**src/rtl/peaks_frame_fifo.sv**
```systemverilog
// Frame FIFO behind the peak finder: each rising edge of valid_in captures
// {counter, freqs, amplitudes} as one frame; the host reads the head byte-wise and pops it.
module peaks_frame_fifo #(
  parameter int unsigned PEAKS      = 6,
  parameter int unsigned FREQ_WIDTH = 8,
  parameter int unsigned AMPL_WIDTH = 24,
  parameter int unsigned TIME_WIDTH = 32,
  parameter int unsigned DEPTH      = 8
) (
  input  logic                         clk,
  input  logic                         reset,
  input  logic                         valid_in,
  input  logic [TIME_WIDTH-1:0]        counter_in,
  input  logic [PEAKS*FREQ_WIDTH-1:0]  freqs_in,
  input  logic [PEAKS*AMPL_WIDTH-1:0]  amplitudes_in,
  input  logic                         chipselect,
  input  logic                         write,
  input  logic [7:0]                   address,
  input  logic [7:0]                   writedata,
  output logic [7:0]                   readdata,
  output logic                         fifo_empty,
  output logic                         fifo_full
);

  localparam int unsigned TB          = TIME_WIDTH / 8;
  localparam int unsigned AB          = AMPL_WIDTH / 8;
  localparam int unsigned FRAME_BYTES = TB + PEAKS + PEAKS * AB;
  localparam int unsigned PW          = (DEPTH > 1) ? $clog2(DEPTH) : 1;
  localparam int unsigned LW          = PW + 1;

  logic                        valid_q;
  logic [PW-1:0]               wptr_q, wptr_d;
  logic [PW-1:0]               rptr_q, rptr_d;
  logic [LW-1:0]               level_q, level_d;
  logic                        empty_q, empty_d;
  logic                        full_q, full_d;
  logic                        ovf_q, ovf_d;
  logic [7:0]                  drop_q, drop_d;
  logic [7:0]                  rdata_q, rdata_d;

  logic                        ctrl_wr, push, pop, clear, store;
  logic                        unused_wd;

  logic [TIME_WIDTH-1:0]       mem_cnt  [DEPTH];
  logic [PEAKS*FREQ_WIDTH-1:0] mem_freq [DEPTH];
  logic [PEAKS*AMPL_WIDTH-1:0] mem_ampl [DEPTH];

  logic [TIME_WIDTH-1:0]       head_cnt;
  logic [PEAKS*FREQ_WIDTH-1:0] head_freq;
  logic [PEAKS*AMPL_WIDTH-1:0] head_ampl;
  logic [FRAME_BYTES*8-1:0]    frame_flat;

  always_comb begin
    ctrl_wr   = chipselect & write & (address == 8'hF8);
    push      = valid_in & ~valid_q;
    pop       = ctrl_wr & writedata[0] & ~empty_q;
    clear     = ctrl_wr & writedata[1];
    // A pop frees the slot on the same edge, so a push while full is still stored.
    store     = push & (~full_q | pop);
    unused_wd = ^writedata[7:2];
  end

  always_comb begin
    wptr_d  = wptr_q;
    rptr_d  = rptr_q;
    level_d = level_q;
    ovf_d   = ovf_q;
    drop_d  = drop_q;
    if (store) wptr_d = wptr_q + PW'(1);
    if (pop)   rptr_d = rptr_q + PW'(1);
    if (store && !pop)      level_d = level_q + LW'(1);
    else if (pop && !store) level_d = level_q - LW'(1);
    if (push && !store) begin
      ovf_d = 1'b1;
      if (drop_q != 8'hFF) drop_d = drop_q + 8'd1;
    end
    if (clear) begin
      ovf_d  = 1'b0;
      drop_d = '0;
    end
    empty_d = (level_d == '0);
    full_d  = (level_d == LW'(DEPTH));
  end

  // Head frame laid out as a flat byte string, every field MSB first.
  always_comb begin
    head_cnt   = mem_cnt[rptr_q];
    head_freq  = mem_freq[rptr_q];
    head_ampl  = mem_ampl[rptr_q];
    frame_flat = '0;
    for (int unsigned i = 0; i < TB; i++)
      frame_flat[i*8 +: 8] = head_cnt[(TB-1-i)*8 +: 8];
    for (int unsigned p = 0; p < PEAKS; p++)
      frame_flat[(TB+p)*8 +: 8] = 8'(head_freq[p*FREQ_WIDTH +: FREQ_WIDTH]);
    for (int unsigned p = 0; p < PEAKS; p++)
      for (int unsigned b = 0; b < AB; b++)
        frame_flat[(TB+PEAKS+p*AB+b)*8 +: 8] = head_ampl[p*AMPL_WIDTH + (AB-1-b)*8 +: 8];
  end

  always_comb begin
    rdata_d = '0;
    for (int unsigned i = 0; i < FRAME_BYTES; i++)
      if (!empty_q && address == 8'(i)) rdata_d = frame_flat[i*8 +: 8];
    case (address)
      8'hF0:   rdata_d = 8'(level_q);
      8'hF1:   rdata_d = {5'b0, ovf_q, full_q, empty_q};
      8'hF2:   rdata_d = drop_q;
      8'hFF:   rdata_d = 8'h5A;
      default: ;
    endcase
  end

  always_ff @(posedge clk or negedge reset) begin
    if (!reset) begin
      valid_q <= 1'b0;
      wptr_q  <= '0;
      rptr_q  <= '0;
      level_q <= '0;
      empty_q <= 1'b1;
      full_q  <= 1'b0;
      ovf_q   <= 1'b0;
      drop_q  <= '0;
      rdata_q <= '0;
    end else begin
      valid_q <= valid_in;
      wptr_q  <= wptr_d;
      rptr_q  <= rptr_d;
      level_q <= level_d;
      empty_q <= empty_d;
      full_q  <= full_d;
      ovf_q   <= ovf_d;
      drop_q  <= drop_d;
      rdata_q <= rdata_d;
    end
  end

  always_ff @(posedge clk) begin
    if (store) begin
      mem_cnt[wptr_q]  <= counter_in;
      mem_freq[wptr_q] <= freqs_in;
      mem_ampl[wptr_q] <= amplitudes_in;
    end
  end

  always_comb begin
    readdata   = rdata_q;
    fifo_empty = empty_q;
    fifo_full  = full_q;
  end

endmodule

```
**config.mk**
```make
export PLATFORM = sky130hd
export DESIGN_NAME = peaks_frame_fifo
export DESIGN_NICKNAME = d
export VERILOG_FILES = /design/src/rtl/peaks_frame_fifo.sv
export SDC_FILE = /design/constraint.sdc
export NUM_CORES = 2
export LEC_CHECK = 0
export CAP_MARGIN = 20
export CORE_ASPECT_RATIO = 2
export CORE_UTILIZATION = 40
export CTS_CLUSTER_DIAMETER = 50
export DETAILED_ROUTE_END_ITERATION = 16
export GPL_TIMING_DRIVEN = 0
export PLACE_DENSITY = 0.58
export SLEW_MARGIN = 20
export SYNTH_ARGS = -nofsm -noshare
export SYNTH_HDL_FRONTEND = slang
export SYNTH_SLANG_ARGS = --single-unit
```
**constraint.sdc**
```tcl
create_clock -name clk -period 44.8 [get_ports clk]
set_input_delay 8.96 -clock clk [delete_from_list [all_inputs] [get_ports clk]]
set_output_delay 8.96 -clock clk [all_outputs]
set_load 0.05 [all_outputs]
```
Yosys cells after proc, flatten, opt, wreduce, memory -nomap -nowiden --
Memory sizes are Yosys's and may differ from the RTL's. Cells that the tools add are included.
Storage, ports and cells: register bits after elaboration 30, memory bits (writable) 1792, output and inout port bits 10, memories kept 3
Operators by class: mux-type cells 38, reductions and logical operators 39, bitwise logic cells 11, eq/ne operators 34, add/sub/neg operators 5
Memory list:
- mem_ampl | depth 8, bits a word 144, read ports 1, clocked after Yosys merged registers in 0, write ports 1, line 46 | logic [PEAKS*AMPL_WIDTH-1:0] mem_ampl [DEPTH];
- mem_freq | depth 8, bits a word 48, read ports 1, clocked after Yosys merged registers in 0, write ports 1, line 45 | logic [PEAKS*FREQ_WIDTH-1:0] mem_freq [DEPTH];
- mem_cnt | depth 8, bits a word 32, read ports 1, clocked after Yosys merged registers in 0, write ports 1, line 44 | logic [TIME_WIDTH-1:0] mem_cnt [DEPTH];
Operators by type and width (number):
- 8-bit 2-to-1 mux | 31
- 8-bit by 5-bit equality test with 1-bit output, second input constant | 12
- 8-bit by 4-bit equality test with 1-bit output, second input constant | 8
- 8-bit equality test, second input constant | 5
- 8-bit by 3-bit equality test with 1-bit output, second input constant | 4
- 8-bit case mux with 4 select lines | 1
- 1-bit logical AND | 31
- 8-bit by 2-bit equality test with 1-bit output, second input constant | 2
- 8-bit by 1-bit adder with 8-bit output, second input constant | 1
- 8-bit by 1-bit equality test with 1-bit output, second input constant | 1
- 8-bit logical NOT | 1
- 4-bit 2-to-1 mux | 2
- 8-bit inequality test, second input constant | 1
- 1-bit AND | 7
- 3-bit by 1-bit adder with 3-bit output, second input constant | 2
- 4-bit by 1-bit adder with 4-bit output, second input constant | 1
- 4-bit equality test, second input constant | 1
- 4-bit logical NOT | 1
- 1-bit 2-to-1 mux | 4
- 2-bit nonzero test | 2
- 4-bit by 1-bit subtractor with 4-bit output, second input constant | 1
- 1-bit logical NOT | 3
- 1-bit inverter | 3
- 2-bit AND reduction | 1
- 1-bit bitwise OR | 1

Depth between registers and ports, before layout --
word-level depth 31, gate-level depth with buffers 14

Worst setup path after synthesis --
Ideal clock, no wire load.
path type in2reg, from input address[1], to memory mem_ampl[2][0] (netlist name) (enable), path slack 10558 ps, arrival time 32809 ps, stages on the path 7, path through buf_2 or2_2 nor4_1 nand2_1 nand2_1 nand2_1 nor4b_1
Between the ends: longest elaborated chain between the ends 8
Ends and longest elaborated chain:
- start: declaration | line 18 | input logic [7:0] address,
- 8-bit equality test | line 54 | ctrl_wr = chipselect & write & (address == 8'hF8);
- 1-bit AND | line 54
- 1-bit AND (2 in a row) | line 56 | pop = ctrl_wr & writedata[0] & ~empty_q;
- 1-bit bitwise OR | line 59 | store = push & (~full_q | pop);
- 1-bit AND | line 59
- 1-bit 2-to-1 mux | line 138 | if (store) begin
- 1-bit 2-to-1 mux (not written as such) | line 141 | mem_ampl[wptr_q] <= amplitudes_in;
- end: declaration | line 46
No other way between the ends.

Worst setup path in the final report --
from input address[2], to memory mem_cnt[2][29] (enable)
Between the ends: longest elaborated chain between the ends 8
Ends and longest elaborated chain:
- 8-bit equality test | line 54
- 1-bit AND | line 54
- 1-bit AND (2 in a row) | line 56
- 1-bit bitwise OR | line 59
- 1-bit AND | line 59
- 1-bit 2-to-1 mux | line 138
- 1-bit 2-to-1 mux (not written as such) | line 139 | mem_cnt[wptr_q] <= counter_in;
- end: declaration | line 44
No other way between the ends.

==> flow_summary.toml <==
[timing]
tightest_slew_ns = 1.212
drv_slew = 0
relSlewSlack = 0.1686
post-route-period-util = 0.3041
finalHoldViolations = 0
setup_viol = 0
clock.fmax_mhz = 73.41
fin_crit_ns = 13.62
rsz0062_at_grt = "no"
tns_ns = 0
finClkSkew_ns = 0.05523

[setup_path]
crit_required_ns = 45.31
critPathKind = "in2reg"
cp_max_fo = 8
setup.worst_path.start_class = "primary input"
max_stage_delay_ns = 0.59
cpMaxStageDelayCell = "clkdlybuf4s50_1"
critPathArrivalTime_ns = 14.13
crit_path_frequent_cell = "buf_2"
end_kind = "flip-flop"
path_cells = "clkdlybuf4s50_1 -> nand2b_1 -> nor4_1 -> nand2_1 -> nand2_1 -> nand2_1 -> nor4b_2 -> buf_2 -> buf_2 -> buf_2 -> buf_4 -> buf_2 -> buf_2 -> buf_2 -> buf_2 -> buf_2 -> buf_2 -> buf_4"

[routing]
wl_um = 208900
antenna_left = 0
first_iter_violations = 3272
drt_first_pass_iters = 7
wl_per_cell_um = 32.63
vias = 36333
drc = 0
via_per_inst = 5.677

[pwr]
combPwrFrac = 0.083
pwr-share-clk = 0.368
p_sw_w = 0.0008416
power.total_w = 0.003699
seqPwrFrac = 0.549
netSwitchingFraction = 0.2275
cellInternalPower_w = 0.002857
power_leakage_nw = 27.22
worst_ir_drop_vdd_mv = 0.03026
powerDensity_nw_per_um2 = 44.17

[final_layout]
fillers = 14550
drive_above_1_share = 0.2713
final_util = 0.4760
mostFrequentLayoutCells = "edfxtp_1 (1792), mux4_2 (406), clkdlybuf4s50_1 (246)"
regArea_um2 = 54560
nNetsFinal = 4206
area_growth_pct = 18.35
multi_input_area_um2 = 15080
final_common_cell = "edfxtp_1"

[clock_tree]
htreeDepth = 4
ctsResizeCount = 0
clkTransAtPathRegs_ns = 0.07
postCtsHoldBufs = 0
clk_latency_ns = 0.83
cts_num_sinks = 1822
numCtsBuffers = 165
cts_tree = "done"
cts_setup_buffers = 0
clock-root-buffer = "clkbuf_16"
cts.path.max_buffers = 4

[global_route]
antenna_found_initial = 68
grt_max_degree = 24
grtUsageMet3 = 0.06140
grt_pass1_wl_um = 290600
grtUsageMet2 = 0.4074
grt.total_usage = 0.2341
busiest_layer = "met2"
use_met1 = 0.2615
grt_overflow = 0
grt_pass1_vias = 37740

[floorplan]
start_util = 0.4022
row_count = 218
pin_count = 255
chipWidth_um = 299.4
core_um2 = 175900
die_area_um2 = 178700
die_h_um = 596.8

[placed_design]
port_buffers = 247
dp_hpwl_um = 155300
gp_congestion = 0.9070

[synthesis]
synth_top_cell_by_area = "edfxtp_1"
syn_area_um2 = 70770
synth_nets = 3477
synth_cells = 3227
synth_edf_count = 1792
ys_types = 75
synth_area_leaders = "edfxtp_1 (76%), mux4_2 (13%), mux2i_1 (2.9%)"
yosysWarningCount = 0
avgSynthCellArea_um2 = 21.93
synth_seq_area_share = 0.7710
synth_top_area_frac = 0.7604
async_reset_ff_frac = 0.01647
synth_top_flop_cell = "edfxtp_1"
synth_seq_cells = 1822

[run]
maxCapViolations = 0

[status]
run_status = "completed"

[worst_hold_path]
hp-class = "reg2reg"
==> layout make-up <==
class                      count  share of cell area
clock buffer                 200             0.05200
buffer                       157             0.01379
sequential                  1822              0.6515
timing repair buffer         562             0.05967
multi-input combinational   1241              0.1801
antenna                       20           0.0005976
tap                         2310             0.03451
clock inverter                81            0.007529
inverter                       7           0.0003137
==> layer usage <==
layer | vias up | routed length [µm]
li1 | 15068 | -
met1 | 19307 | 72400
met2 | 1363 | 107400
met3 | 509 | 15960
met4 | 86 | 12540
met5 | - | 521
==> state kept, by name, summed over array words and instances (netlist names) <==
signal	flops
fifo_empty	1
rptr_q	3
level_q	4
mem_cnt	256
fifo_full	1
mem_ampl	1152
mem_freq	384
valid_q	1
ovf_q	1
wptr_q	3
drop_q	8
readdata	8
==> cells by family (layout without fill, tap and decap cells) <==
family,count (synthesis),in the layout,synth area share
flip-flops,1822,1822,0.7710
multiplexers,635,635,0.1649
AND/OR/NAND/NOR,326,326,0.02157
AO/OA/AOI/OAI,262,262,0.02332
buffers and inverters,164,1007,0.01662
XOR/XNOR,13,13,0.001609
adder cells (fa/ha/maj),5,5,0.0008840
other,0,20,0
==> power groups by stage <==
stage | Clock (W) | Combinational (W) | Sequential, W
after floorplan | 0 | 0.000129 | 0.00214
after global placement | 0 | 0.000258 | 0.00224
after detailed placement | 0 | 0.000310 | 0.00207
after CTS | 0.00138 | 0.000311 | 0.00203
after global routing | 0.00144 | 0.000324 | 0.00204
final | 0.00136 | 0.000307 | 0.00203
==> synthesized netlist by cell type (5+ instances only) <==
cell type  number
edfxtp_1     1792
mux4_2        406
mux2i_1       208
nand2_1       116
nor2_1         89
o21ai_0        70
buf_2          55
o22ai_1        51
nand3_1        38
a21oi_1        37
dfrtp_1        29
buf_6          27
a22oi_1        26
clkbuf_1       25
buf_4          22
nor3_1         20
a31oi_1        18
mux4_1         14
nor4_1         12
buf_1          11
xnor2_1        10
buf_8           9
nor2b_1         8
o211ai_1        8
inv_1           7
mux2_2          7
a211oi_1        6
and3_1          6
buf_12          6
and2_1          5
ha_1            5
o21ai_1         5
==> path summary, 6_finish.rpt <==
path | from | endpoint | slack, ns | depth (start not counted)
min in group asynchronous | reset | readdata[1] | 8.00 | 1
setup / recovery | address[2] | mem_cnt[2][29] | 31.18 | 18
setup reg to reg | rptr_q[1] | readdata[7] | 39.09 | 11
hold / removal | level_q[3] | level_q[3] | 0.55 | 1
max in group asynchronous | reset | fifo_empty | 36.32 | 2
hold reg to reg | level_q[3] | level_q[3] | 0.55 | 1
==> critical path: cells and delay by family <==
family / cells / cell delay, ns
AND/OR/NAND/NOR: 6 / 2.00
buffers and inverters: 12 / 3.15
==> per-stage QoR <==
step	cells	hold slack [ns]	worst slack, ns	area (µm²)
2_1_floorplan	3227	0.4774	10.56	70770
3_3_place_gp	5784	0.5334	-17.01	76130
3_5_place_dp	6099	0.5389	30.47	78710
4_1_cts	6380	0.5509	31.30	83700
5_1_grt	6381	0.5869	30.92	83700
6_report	6400	0.5517	31.18	83750
No activity file was read; power rests on OpenSTA's default activity.
